==> src/rtl/debug_mem_ctrl.sv <==
// debug_mem_ctrl
//   Sequences the debug (second) ports of the instruction and data BRAMs.
//   A host issues load (host -> BRAM) or dump (BRAM -> host) commands. The
//   block then walks the BRAM one word at a time, wrapping past the top
//   word to index 0. The core is held in reset while a command is running.
//
// Ports
//   CPU_CLK, CPU_RST            clock (rising edge), async active-high reset
//   cmd_valid/cmd_ready         command handshake; cmd_ready is high in IDLE only
//   cmd_op, cmd_sel             0/1 = load/dump, 0/1 = DataCache/InstCache
//   cmd_base, cmd_count         first word index, word count (0 = BRAM_WORDS)
//   wr_valid/wr_ready/wr_data   load-data stream from the host
//   rd_valid/rd_ready/rd_data   dump-data stream to the host
//   busy, hold_core, done       activity flags, one-cycle end-of-command pulse
//   CPU_Debug_{Data,Inst}Cache_{A2,WD2,WE2,RD2}  BRAM debug ports
//
// State table
//   state    | meaning
//   IDLE     | waiting for a command, debug ports quiet
//   LD_WAIT  | load: waiting for the next host word
//   LD_WRITE | load: one-cycle write of the latched word
//   DP_ADDR  | dump: read address presented to the BRAM
//   DP_WAIT  | dump: BRAM read latency, RD2 captured on exit
//   DP_SEND  | dump: word offered to the host until accepted
//   DONE     | one-cycle done pulse before returning to IDLE

module debug_mem_ctrl #(
  parameter int BRAM_WORDS = 4096,
  parameter int IDX_W      = 12
) (
  input  logic              CPU_CLK,
  input  logic              CPU_RST,

  input  logic              cmd_valid,
  output logic              cmd_ready,
  input  logic              cmd_op,
  input  logic              cmd_sel,
  input  logic [IDX_W-1:0]  cmd_base,
  input  logic [IDX_W:0]    cmd_count,

  input  logic              wr_valid,
  output logic              wr_ready,
  input  logic [31:0]       wr_data,

  output logic              rd_valid,
  input  logic              rd_ready,
  output logic [31:0]       rd_data,

  output logic              busy,
  output logic              done,
  output logic              hold_core,

  output logic [31:0]       CPU_Debug_DataCache_A2,
  output logic [31:0]       CPU_Debug_DataCache_WD2,
  output logic [3:0]        CPU_Debug_DataCache_WE2,
  input  logic [31:0]       CPU_Debug_DataCache_RD2,

  output logic [31:0]       CPU_Debug_InstCache_A2,
  output logic [31:0]       CPU_Debug_InstCache_WD2,
  output logic [3:0]        CPU_Debug_InstCache_WE2,
  input  logic [31:0]       CPU_Debug_InstCache_RD2
);

  typedef enum logic [2:0] {
    IDLE     = 3'd0,
    LD_WAIT  = 3'd1,
    LD_WRITE = 3'd2,
    DP_ADDR  = 3'd3,
    DP_WAIT  = 3'd4,
    DP_SEND  = 3'd5,
    DONE     = 3'd6
  } stateT;

  stateT              state;
  stateT              stateNext;

  logic               selReg;
  logic [IDX_W-1:0]   baseReg;
  logic [IDX_W:0]     countReg;
  // One bit wider than the index so a full-BRAM count can be reached.
  logic [IDX_W:0]     n;
  logic [IDX_W:0]     nInc;
  logic               lastWord;
  logic [IDX_W-1:0]   idx;
  logic [31:0]        wrDataReg;
  logic [31:0]        rdDataReg;

  logic [31:0]        portA2;
  logic [31:0]        portWD2;
  logic [3:0]         portWE2;

  assign nInc     = n + (IDX_W+1)'(1);
  assign lastWord = (nInc == countReg);
  // Index arithmetic is IDX_W bits wide, so it wraps modulo BRAM_WORDS.
  assign idx      = baseReg + n[IDX_W-1:0];

  always_ff @(posedge CPU_CLK or posedge CPU_RST) begin
    if (CPU_RST) begin
      state     <= IDLE;
      selReg    <= 1'b0;
      baseReg   <= '0;
      countReg  <= '0;
      n         <= '0;
      wrDataReg <= '0;
      rdDataReg <= '0;
    end else begin
      state <= stateNext;
      case (state)
        IDLE: begin
          if (cmd_valid) begin
            selReg   <= cmd_sel;
            baseReg  <= cmd_base;
            countReg <= (cmd_count == '0) ? (IDX_W+1)'(BRAM_WORDS) : cmd_count;
            n        <= '0;
          end
        end
        LD_WAIT: begin
          if (wr_valid) wrDataReg <= wr_data;
        end
        LD_WRITE: n <= nInc;
        DP_WAIT: rdDataReg <= selReg ? CPU_Debug_InstCache_RD2 : CPU_Debug_DataCache_RD2;
        DP_SEND: begin
          if (rd_ready) n <= nInc;
        end
        default: ;
      endcase
    end
  end

  always_comb begin
    stateNext = state;
    case (state)
      IDLE:     if (cmd_valid) stateNext = cmd_op ? DP_ADDR : LD_WAIT;
      LD_WAIT:  if (wr_valid)  stateNext = LD_WRITE;
      LD_WRITE: stateNext = lastWord ? DONE : LD_WAIT;
      DP_ADDR:  stateNext = DP_WAIT;
      DP_WAIT:  stateNext = DP_SEND;
      DP_SEND:  if (rd_ready) stateNext = lastWord ? DONE : DP_ADDR;
      DONE:     stateNext = IDLE;
      default:  stateNext = IDLE;
    endcase
  end

  // Port values are decoded from state and registers only; the address is
  // held through the whole transfer so a stalled dump keeps A2 steady.
  always_comb begin
    portA2  = '0;
    portWD2 = '0;
    portWE2 = '0;
    if (state inside {LD_WAIT, LD_WRITE, DP_ADDR, DP_WAIT, DP_SEND})
      portA2 = {{(30-IDX_W){1'b0}}, idx, 2'b00};
    if (state == LD_WRITE) begin
      portWD2 = wrDataReg;
      portWE2 = 4'b1111;
    end
  end

  assign CPU_Debug_DataCache_A2  = selReg ? '0 : portA2;
  assign CPU_Debug_DataCache_WD2 = selReg ? '0 : portWD2;
  assign CPU_Debug_DataCache_WE2 = selReg ? '0 : portWE2;
  assign CPU_Debug_InstCache_A2  = selReg ? portA2  : '0;
  assign CPU_Debug_InstCache_WD2 = selReg ? portWD2 : '0;
  assign CPU_Debug_InstCache_WE2 = selReg ? portWE2 : '0;

  assign cmd_ready = (state == IDLE);
  assign busy      = (state != IDLE);
  assign hold_core = (state != IDLE);
  assign done      = (state == DONE);
  assign wr_ready  = (state == LD_WAIT);
  assign rd_valid  = (state == DP_SEND);
  assign rd_data   = rdDataReg;

endmodule

==> config.mk <==
export PLATFORM = sky130hd
export DESIGN_NAME = debug_mem_ctrl
export DESIGN_NICKNAME = d
export VERILOG_FILES = /design/src/rtl/debug_mem_ctrl.sv
export SDC_FILE = /design/constraint.sdc
export NUM_CORES = 1
export LEC_CHECK = 0
export ABC_AREA = 0
export BUFFER_PORTS_ARGS = -buffer_cell sky130_fd_sc_hd__buf_2
export CAP_MARGIN = 20
export CORE_ASPECT_RATIO = 1.25
export CORE_MARGIN = 5
export CORE_UTILIZATION = 40
export CTS_BUF_LIST = sky130_fd_sc_hd__clkbuf_8
export DETAILED_ROUTE_END_ITERATION = 8
export PLACE_DENSITY = 0.71
export SETUP_SLACK_MARGIN = 0.02
export SYNTH_ARGS = -nofsm -noshare
export SYNTH_HDL_FRONTEND = slang
export SYNTH_SLANG_ARGS = --single-unit
export TNS_END_PERCENT = 100
==> constraint.sdc <==
create_clock -name CPU_CLK -period 3.5 [get_ports CPU_CLK]
set_input_delay 0.35 -clock CPU_CLK [delete_from_list [all_inputs] [get_ports CPU_CLK]]
set_output_delay 0.35 -clock CPU_CLK [all_outputs]
set_load 0.01 [all_outputs]
==> impl_metrics.json, run 1 <==
{
  "area_growth_pct": 24.1,
  "ir_drop_v": 0.000376,
  "dp_hpwl_mm": 13.4,
  "place.gp.congestion": 0.840,
  "fin_crit_sh_pct": 89.7,
  "hold_buffers": 0,
  "htreeDepth": 3,
  "final_nets": 1018,
  "grt_pass1_vias": 5112,
  "fin_crit_ns": 3.14,
  "worst_skew_pair.late_latency_ns": 0.38,
  "rsz0062_at_grt": "no",
  "wl_mm": 16.6,
  "antenna_found_initial": 1,
  "cts.sinks": 106,
  "die_w_microns": 122,
  "rrSetupSlack_ns": 1.11,
  "status": "completed",
  "grt_pass1_wl_mm": 25.8,
  "hold_viol_final": 0,
  "maxSlewViolCount": 0,
  "drtAntennaViolNets": 0,
  "synth_edf_count": 0,
  "async_flop_share_pct": 100,
  "fin_util_pct": 50.4,
  "end_kind": "primary output",
  "cp.arrival_ns": 2.79,
  "powerDensity_nw_per_um2": 769,
  "synth_ff_type": "dfrtp_1",
  "seq_area_frac_synth_pct": 42.1,
  "rr_startpoint": "n[0]",
  "diodes": 0,
  "io_buffers": 261,
  "setup_viol": 0,
  "vias_per_cell": 4.84,
  "core_area_sq_um": 15500,
  "wl_per_cell_microns": 15.2,
  "io_pins": 302,
  "worstMarginPinSlew_ns": 0.700,
  "cts-buffers-inserted": 9,
  "cap_violations": 0,
  "vias": 5296,
  "ys_types": 52,
  "max_freq_mhz": 319,
  "syn_inst": 637,
  "start_util_pct": 40.6,
  "yosysWarnings": 0,
  "slew_headroom_pct": 53.0,
  "drtIter0Drc": 202,
  "syn_area_sq_um": 6290,
  "die_y_microns": 150,
  "crit_fanout": 7,
  "hp-class": "primary input to async pin",
  "clkTransAtPathRegs_ns": 0.10,
  "setup_tns_ns": 0,
  "tritoncts": "yes",
  "cts_root_buf": "clkbuf_8",
  "timing.rr.end": "state[2]",
  "clock_skew_ns": 0.0114,
  "worstSetupStartpointType": "flip-flop",
  "drive_gt1_share_pct": 35.5,
  "synth-seq-cells": 106,
  "cts_setup_buffers": 0,
  "cts_max_path_buffers": 2,
  "grt-ovfl-total": 0,
  "hold_slack_ns": 0.0680,
  "path_class": "flip-flop to primary output",
  "dr.pass1.iters": 5,
  "cp.required_ns": 3.15,
  "p_leak_uw": 0.00395,
  "remaining_drc_errors": 0,
  "r2r_cells": 8,
  "grt.total_usage_pct": 17.7,
  "syn_area_per_cell_sq_um": 9.88,
  "rows": 51,
  "grt_max_degree": 56,
  "die_area_sq_um": 18400,
  "p_total_uw": 6010,
  "cts_resized": 0
}
## power by group
| part | internal (uW) | leakage [uW] | switching (uW) |
|---|---|---|---|
| Sequential | 1770 | 0.00123 | 434 |
| Clock | 512 | 0.000127 | 419 |
| Combinational | 1320 | 0.00259 | 1560 |
| Total | 3600 | 0.00395 | 2410 |
## kinds of logic after synthesis
family	Yosys count	share of synthesized area (%)
AO/OA/AOI/OAI	107	10.2
flip-flops	106	42.1
multiplexers	88	15.1
AND/OR/NAND/NOR	210	17.1
other	1	0.0596
XOR/XNOR	27	3.76
adder cells (fa/ha/maj)	13	2.70
buffers and inverters	85	8.94
## flip-flops by register name (all words and copies together) (netlist names)
register,cells
selReg,1
n,13
rd_data,32
state,3
countReg,13
baseReg,12
wrDataReg,32
## cell type report
class | instances | area [sq um]
Inverter | 4 | 17.5
Clock inverter | 5 | 101
Tap cell | 212 | 265
Timing Repair Buffer | 271 | 1380
Multi-Input combinational cell | 485 | 3240
Fill cell | 1515 | 7690
Sequential cell | 106 | 2650
Clock buffer | 11 | 151
## layer usage
metal,global-route usage (%),routed length (microns)
met5,0,13
met4,7.84,471
met3,3.91,1290
met2,30.5,8410
met1,21.2,6430
## worst max-delay path, cell delays in order, from the launching register on
cell,delay [ns]
dfrtp_1,0.47
ha_1,0.24
fa_1,0.41
a21o_1,0.17
a21oi_1,0.20
nor2b_1,0.09
o221ai_1,0.28
o21ai_1,0.13
xnor2_1,0.19
nor2_1,0.07
buf_2,0.14
## metrics by stage
step,std cells,instance area (sq um),setup WS (ns)
floorplan,676,6440,0.361
global placement,1078,7560,0.762
detailed placement,1078,7560,0.778
CTS,1094,7810,0.337
global route,1094,7810,0.0986
finish,1094,7810,0.362
## Yosys cell counts (7+ instances only)
| library cell | instances | area, sq um |
|---|---|---|
| a21oi_1 | 44 | 220 |
| a31oi_1 | 8 | 50.1 |
| and2_1 | 68 | 425 |
| and3_1 | 7 | 43.8 |
| buf_4 | 48 | 360 |
| buf_6 | 8 | 90.1 |
| clkbuf_1 | 19 | 71.3 |
| dfrtp_1 | 106 | 2650 |
| ha_1 | 12 | 150 |
| mux2_1 | 39 | 439 |
| mux2_2 | 17 | 191 |
| mux2i_1 | 32 | 320 |
| nand2_1 | 23 | 86.3 |
| nand3_1 | 11 | 55.1 |
| nor2_1 | 70 | 263 |
| o21ai_0 | 20 | 100 |
| xnor2_1 | 16 | 140 |
| xor2_1 | 11 | 96.3 |
## placed cells by master, fill, tap and decap left out, drive strengths merged, types with 3 or more instances in the layout
| master | count |
|---|---|
| buf | 271 |
| dfrtp | 106 |
| nor2 | 70 |
| and2 | 68 |
| mux2 | 56 |
| a21oi | 44 |
| conb | 40 |
| mux2i | 32 |
| o21ai | 27 |
| nand2 | 23 |
| xnor2 | 16 |
| ha | 12 |
| nand3 | 11 |
| xor2 | 11 |
| clkbuf | 11 |
| a31oi | 8 |
| and3 | 8 |
| a21o | 6 |
| nor3 | 6 |
| nand2b | 5 |
| nor4 | 5 |
| inv | 5 |
| o21a | 4 |
| nand4 | 4 |
| o31ai | 4 |
| or3 | 3 |
| bufinv | 3 |
## worst max-delay path by stage
stage	to	from
detailed placement	CPU_Debug_DataCache_A2[12]	n[0]
CTS	CPU_Debug_DataCache_A2[12]	n[0]
global placement	CPU_Debug_DataCache_A2[11]	n[1]
finish	CPU_Debug_DataCache_A2[12]	n[0]
floorplan	baseReg[0]	CPU_RST
global route	CPU_Debug_InstCache_A2[11]	n[1]
Power figures use the tool's default switching activity.
==> run 2: changes to the inputs <==
--- a/config.mk
+++ b/config.mk
@@ -8,7 +8,6 @@
 export ABC_AREA = 0
 export BUFFER_PORTS_ARGS = -buffer_cell sky130_fd_sc_hd__buf_2
 export CAP_MARGIN = 20
-export CORE_ASPECT_RATIO = 1.25
 export CORE_MARGIN = 5
 export CORE_UTILIZATION = 40
 export CTS_BUF_LIST = sky130_fd_sc_hd__clkbuf_8
==> impl_metrics.json, run 2 (synthesis gave the netlist of run 1 again) <==
{
  "status": "completed",
  "worst_skew_pair.late_latency_ns": 0.37,
  "htreeDepth": 3,
  "final_cell_mix": "261 x buf_2, 105 x dfrtp_1, 68 x and2_1, 67 x nor2_1, 44 x a21oi_1",
  "io_buffers": 261,
  "final_nets": 1018,
  "start_util_pct": 41.1,
  "hold_viol_final": 0,
  "slew_headroom_pct": 50.1,
  "vias": 5283,
  "p_total_uw": 5890,
  "path_class": "flip-flop to primary output",
  "rsz0062_at_grt": "no",
  "maxSlewViolCount": 0,
  "setup_viol": 0,
  "tritoncts": "yes",
  "dr.pass1.iters": 4,
  "switching_share_pct": 41.4,
  "cts_setup_buffers": 0,
  "cts_resized": 0,
  "place_area_sq_um": 7550,
  "timing.rr.end": "state[2]",
  "powerDensity_nw_per_um2": 759,
  "vias_per_cell": 4.84,
  "wl_mm": 17.0,
  "grt-ovfl-total": 0,
  "ir_drop_v": 0.000338,
  "place_ws_ns": 0.755,
  "dp_hpwl_mm": 13.5,
  "intPower_uw": 3450,
  "cts_root_buf": "clkbuf_8",
  "core_area_sq_um": 15300,
  "seqPwrFrac_pct": 37.8,
  "grt_pass1_wl_mm": 25.4,
  "die_y_microns": 135,
  "clkTransAtPathRegs_ns": 0.09,
  "cts.sinks": 106,
  "max_freq_mhz": 321,
  "p_switching_uw": 2440,
  "cts-buffers-inserted": 9,
  "setup_tns_ns": 0,
  "worstMarginPinSlew_ns": 0.744,
  "cap_violations": 0,
  "fin_crit_sh_pct": 89.0,
  "cp.required_ns": 3.15,
  "final_area_sq_um": 7760,
  "place.gp.congestion": 0.861,
  "fin_crit_ns": 3.11,
  "grt.total_usage_pct": 17.5,
  "hold_slack_ns": 0.0636,
  "die_w_microns": 135,
  "cts_max_path_buffers": 2,
  "grt_pass1_vias": 4856,
  "diodes": 0,
  "p_leak_uw": 0.00392,
  "r2r_cells": 8,
  "antenna_found_initial": 1,
  "hold_buffers": 0,
  "final_common_cell": "buf_2",
  "area_growth_pct": 23.3,
  "clock_skew_ns": 0.00823,
  "rr_startpoint": "n[1]",
  "drtAntennaViolNets": 0,
  "fin_ws_ns": 0.387,
  "power_frac_clock_pct": 12.8,
  "drtIter0Drc": 253,
  "wl_per_cell_microns": 15.6,
  "end_kind": "primary output",
  "rows": 45,
  "cp.arrival_ns": 2.76,
  "hp-class": "primary input to async pin",
  "die_area_sq_um": 18300,
  "worstSetupStartpointType": "flip-flop",
  "rrSetupSlack_ns": 1.06,
  "power_frac_comb_pct": 49.4,
  "crit_fanout": 7,
  "drive_gt1_share_pct": 35.6,
  "remaining_drc_errors": 0,
  "grt_max_degree": 53,
  "io_pins": 302
}
[run 2: changes by cell type in the layout (fill, tap and decap cells not counted), sizes merged]
cell      before  now
inv            5    4
clkinvlp       1    0
clkinv         0    2
bufinv         3    1
[run 2: power groups by stage]
stage | registers, uW | clock network, uW | logic (uW)
2_1_floorplan | 2120 | 0 | 2090
3_3_place_gp | 2230 | 0 | 2880
3_5_place_dp | 2250 | 0 | 2940
4_1_cts | 2230 | 787 | 2940
5_1_grt | 2310 | 825 | 3220
6_report | 2230 | 757 | 2910
[run 2: stage by stage]
step                      utilization (%)  cells
after floorplan                         -    676
after global routing                 50.7   1091
after global placement               49.3   1076
after CTS                            50.6   1090
after detailed placement             49.3   1076
final                                50.7   1091
[run 2: how the worst max path moves through the flow]
stage            start                         end
4_1_cts           n[1]  CPU_Debug_DataCache_A2[11]
3_5_place_dp      n[1]  CPU_Debug_DataCache_A2[11]
6_report          n[0]  CPU_Debug_DataCache_A2[12]
2_1_floorplan  CPU_RST                  baseReg[0]
5_1_grt           n[1]  CPU_Debug_DataCache_A2[11]
3_3_place_gp      n[1]  CPU_Debug_DataCache_A2[11]
[run 2: layer usage]
layer | vias up | part of all wire, % | track usage, %
met2 | 220 | 49 | 28.9
met1 | 2465 | 42 | 23.1
li1 | 2581 | - | -
met4 | 2 | 1.3 | 5.66
met5 | - | 0.065 | 0
met3 | 15 | 8.5 | 3.49
[run 2: area by class of cell]
class / count / area, sq um
Clock buffer: 11 / 151
Clock inverter: 3 / 40.0
Fill cell: 1451 / 7550
Inverter: 4 / 17.5
Multi-Input combinational cell: 485 / 3240
Sequential cell: 106 / 2650
Tap cell: 211 / 264
Timing Repair Buffer: 271 / 1390
[run 2: critical path, stage by stage (launching register included)]
cell and delay, ns:
dfrtp_1 0.47, ha_1 0.24, fa_1 0.41, a21o_1 0.17, a21oi_1 0.22, nor2b_1 0.09, o221ai_1 0.26, o21ai_1 0.13
xnor2_1 0.19, nor2_1 0.07, buf_2 0.14
==> run 3: changes to the inputs <==
--- a/config.mk
+++ b/config.mk
@@ -5,9 +5,10 @@
 export SDC_FILE = /design/constraint.sdc
 export NUM_CORES = 1
 export LEC_CHECK = 0
-export ABC_AREA = 0
+export ABC_AREA = 1
 export BUFFER_PORTS_ARGS = -buffer_cell sky130_fd_sc_hd__buf_2
 export CAP_MARGIN = 20
+export CORE_ASPECT_RATIO = 1.1
 export CORE_MARGIN = 5
 export CORE_UTILIZATION = 40
 export CTS_BUF_LIST = sky130_fd_sc_hd__clkbuf_8
==> impl_metrics.json, run 3 <==
{
  "ys_types": 38,
  "wl_met1_mm": 7.42,
  "met2_length_mm": 9.00,
  "max_freq_mhz": 358,
  "cap_violations": 0,
  "grt_max_degree": 65,
  "wl_per_cell_microns": 13.9,
  "cpPeakStageDelay_ns": 0.62,
  "die_y_microns": 142,
  "clock_skew_ns": 0.0158,
  "core_area_sq_um": 15600,
  "area_growth_pct": 23.6,
  "synth.largest_area_cell": "dfrtp_1",
  "seq_area_frac_synth_pct": 42.1,
  "seqCellArea_sq_um": 2650,
  "wl_mm": 18.3,
  "cp.buffers_inverters": 4,
  "hold_slack_ns": 0.0219,
  "async_flop_share_pct": 100,
  "diodes": 0,
  "rr_startpoint": "n[0]",
  "rsz0062_at_grt": "no",
  "start_util_pct": 40.4,
  "cts_setup_buffers": 0,
  "path_class": "flip-flop to primary output",
  "cts_max_path_buffers": 2,
  "rows": 48,
  "synth_common_cells": "216 x nand2_1, 168 x nor2_1, 106 x dfrtp_1",
  "rrSetupSlack_ns": 1.26,
  "htreeDepth": 3,
  "cp.required_ns": 3.15,
  "hp-class": "primary input to async pin",
  "clkTransAtPathRegs_ns": 0.11,
  "synth_edf_count": 0,
  "p_leak_uw": 0.00437,
  "wl_met3_mm": 1.36,
  "critPathTopFamily": "simple AND/OR/NAND/NOR gates",
  "end_kind": "primary output",
  "cts_root_buf": "clkbuf_8",
  "grt.total_usage_pct": 19.4,
  "dr.max_layer_used": "met4",
  "drtIter0Drc": 439,
  "final_common_cell": "buf_2",
  "grt_pass1_wl_mm": 28.8,
  "path_depth": 11,
  "tritoncts": "yes",
  "hold_viol_final": 0,
  "hold_buffers": 0,
  "cts-buffers-inserted": 9,
  "timing.rr.end": "state[0]",
  "slew_headroom_pct": 38.3,
  "io_pins": 302,
  "die_w_microns": 130,
  "setup_tns_ns": 0,
  "remaining_drc_errors": 0,
  "worstMarginPinSlew_ns": 0.924,
  "synth.top_cell.area_share_pct": 42.1,
  "startpoint": "state[0]",
  "syn_inst": 878,
  "final_cell_mix": "261 x buf_2, 215 x nand2_1, 166 x nor2_1, 106 x dfrtp_1, 79 x inv_1",
  "vias": 6280,
  "syn_area_sq_um": 6300,
  "die_area_sq_um": 18400,
  "worstSetupStartpointType": "flip-flop",
  "dp_hpwl_mm": 14.3,
  "fin_crit_sh_pct": 79.7,
  "slowest_stage": "nor3_2",
  "yosysWarnings": 0,
  "vias_per_cell": 4.76,
  "synth.top_cells.by_area": "dfrtp_1 42%, nand2_1 13%, nor2_1 10%, buf_4 5.6%, inv_1 4.7%",
  "final_nets": 1255,
  "cp.arrival_ns": 2.44,
  "drtAntennaViolNets": 0,
  "grt-ovfl-total": 0,
  "maxSlewViolCount": 0,
  "cts.sinks": 106,
  "syn_area_per_cell_sq_um": 7.18,
  "grt_pass1_vias": 5848,
  "antenna_found_initial": 0,
  "io_buffers": 261,
  "fill_cells": 1586,
  "r2r_cells": 14,
  "cp-endpoint": "CPU_Debug_InstCache_A2[13]",
  "dr.pass1.iters": 5,
  "synth_ff_type": "dfrtp_1",
  "powerDensity_nw_per_um2": 748,
  "multi_input_area_sq_um": 2980,
  "cp_cell_sequence": "inv_2 -> nor2_1 -> inv_2 -> nor2_4 -> nor2_2 -> inv_2 -> nor3_2 -> a21oi_1 -> o21ai_0 -> nor2_1 -> buf_2",
  "ir_drop_v": 0.000296,
  "place.gp.congestion": 0.855,
  "status": "completed",
  "cts_resized": 0,
  "synth-seq-cells": 106,
  "crit_fanout": 13,
  "worst_skew_pair.late_latency_ns": 0.39,
  "fin_crit_ns": 2.79,
  "yosysMostFrequentCell": "nand2_1",
  "drive_gt1_share_pct": 28.5,
  "cp_common_cell": "inv_2",
  "setup_viol": 0
}
[run 3: cell count changes after synthesis, moves of 14 or more]
cell     delta
nand2_1   +193
nor2_1     +98
inv_1      +75
and2_1     -67
mux2_1     -39
mux2i_1    -31
a31oi_1    +24
nand3_1    +21
mux2_2     -17
xnor2_1    -14
[run 3: how the worst min path moves through the flow]
stage	endpoint
after CTS	wrDataReg[3]
final	rd_data[28]
after global routing	wrDataReg[17]
after detailed placement	rd_data[28]
after floorplan	baseReg[0]
after global placement	rd_data[28]
[run 3: where the power goes]
part / switching (uW) / internal, uW
registers: 275 / 1720
logic: 1970 / 1070
clock network: 454 / 338
total: 2700 / 3130
[run 3: cell families (layout without fill, tap and decap cells)]
kind of cell    after synthesis  count (layout)  synth area share, %
simple gates                462             462                 30.5
fa+ha+maj                    13              13                 2.70
mux                           1               1                0.159
flops                       106             106                 42.1
other cells                   1              40               0.0595
buf+inv                     169             371                 13.1
xor+xnor                      5               5                0.695
compound gates              121             121                 10.7
[run 3: layout make-up]
| class | instances | area share [%] |
|---|---|---|
| inverter | 86 | 4.18 |
| clock buffer | 9 | 1.59 |
| clock inverter | 7 | 0.980 |
| tap | 200 | 3.21 |
| timing repair buffer | 269 | 17.7 |
| multi-input combinational | 642 | 38.3 |
| sequential | 106 | 34.1 |
[run 3: layer usage]
metal / vias up / global-route usage [%]
li1: 3164 / -
met1: 2828 / 24.5
met2: 248 / 33.2
met3: 40 / 2.90
met4: 0 / 7.93
met5: - / 0
[run 3: through the flow]
| stage | total power (uW) | area (sq um) | setup WS, ns | instances | utilization, % |
|---|---|---|---|---|---|
| floorplan | 4050 | 6450 | 0.361 | 917 | - |
| global placement | 5030 | 7570 | 1.13 | 1302 | 48.5 |
| detailed placement | 5080 | 7570 | 1.11 | 1302 | 48.5 |
| CTS | 5890 | 7770 | 0.660 | 1318 | 49.8 |
| global route | 6370 | 7790 | 0.390 | 1319 | 49.9 |
| finish | 5830 | 7790 | 0.709 | 1319 | 49.9 |
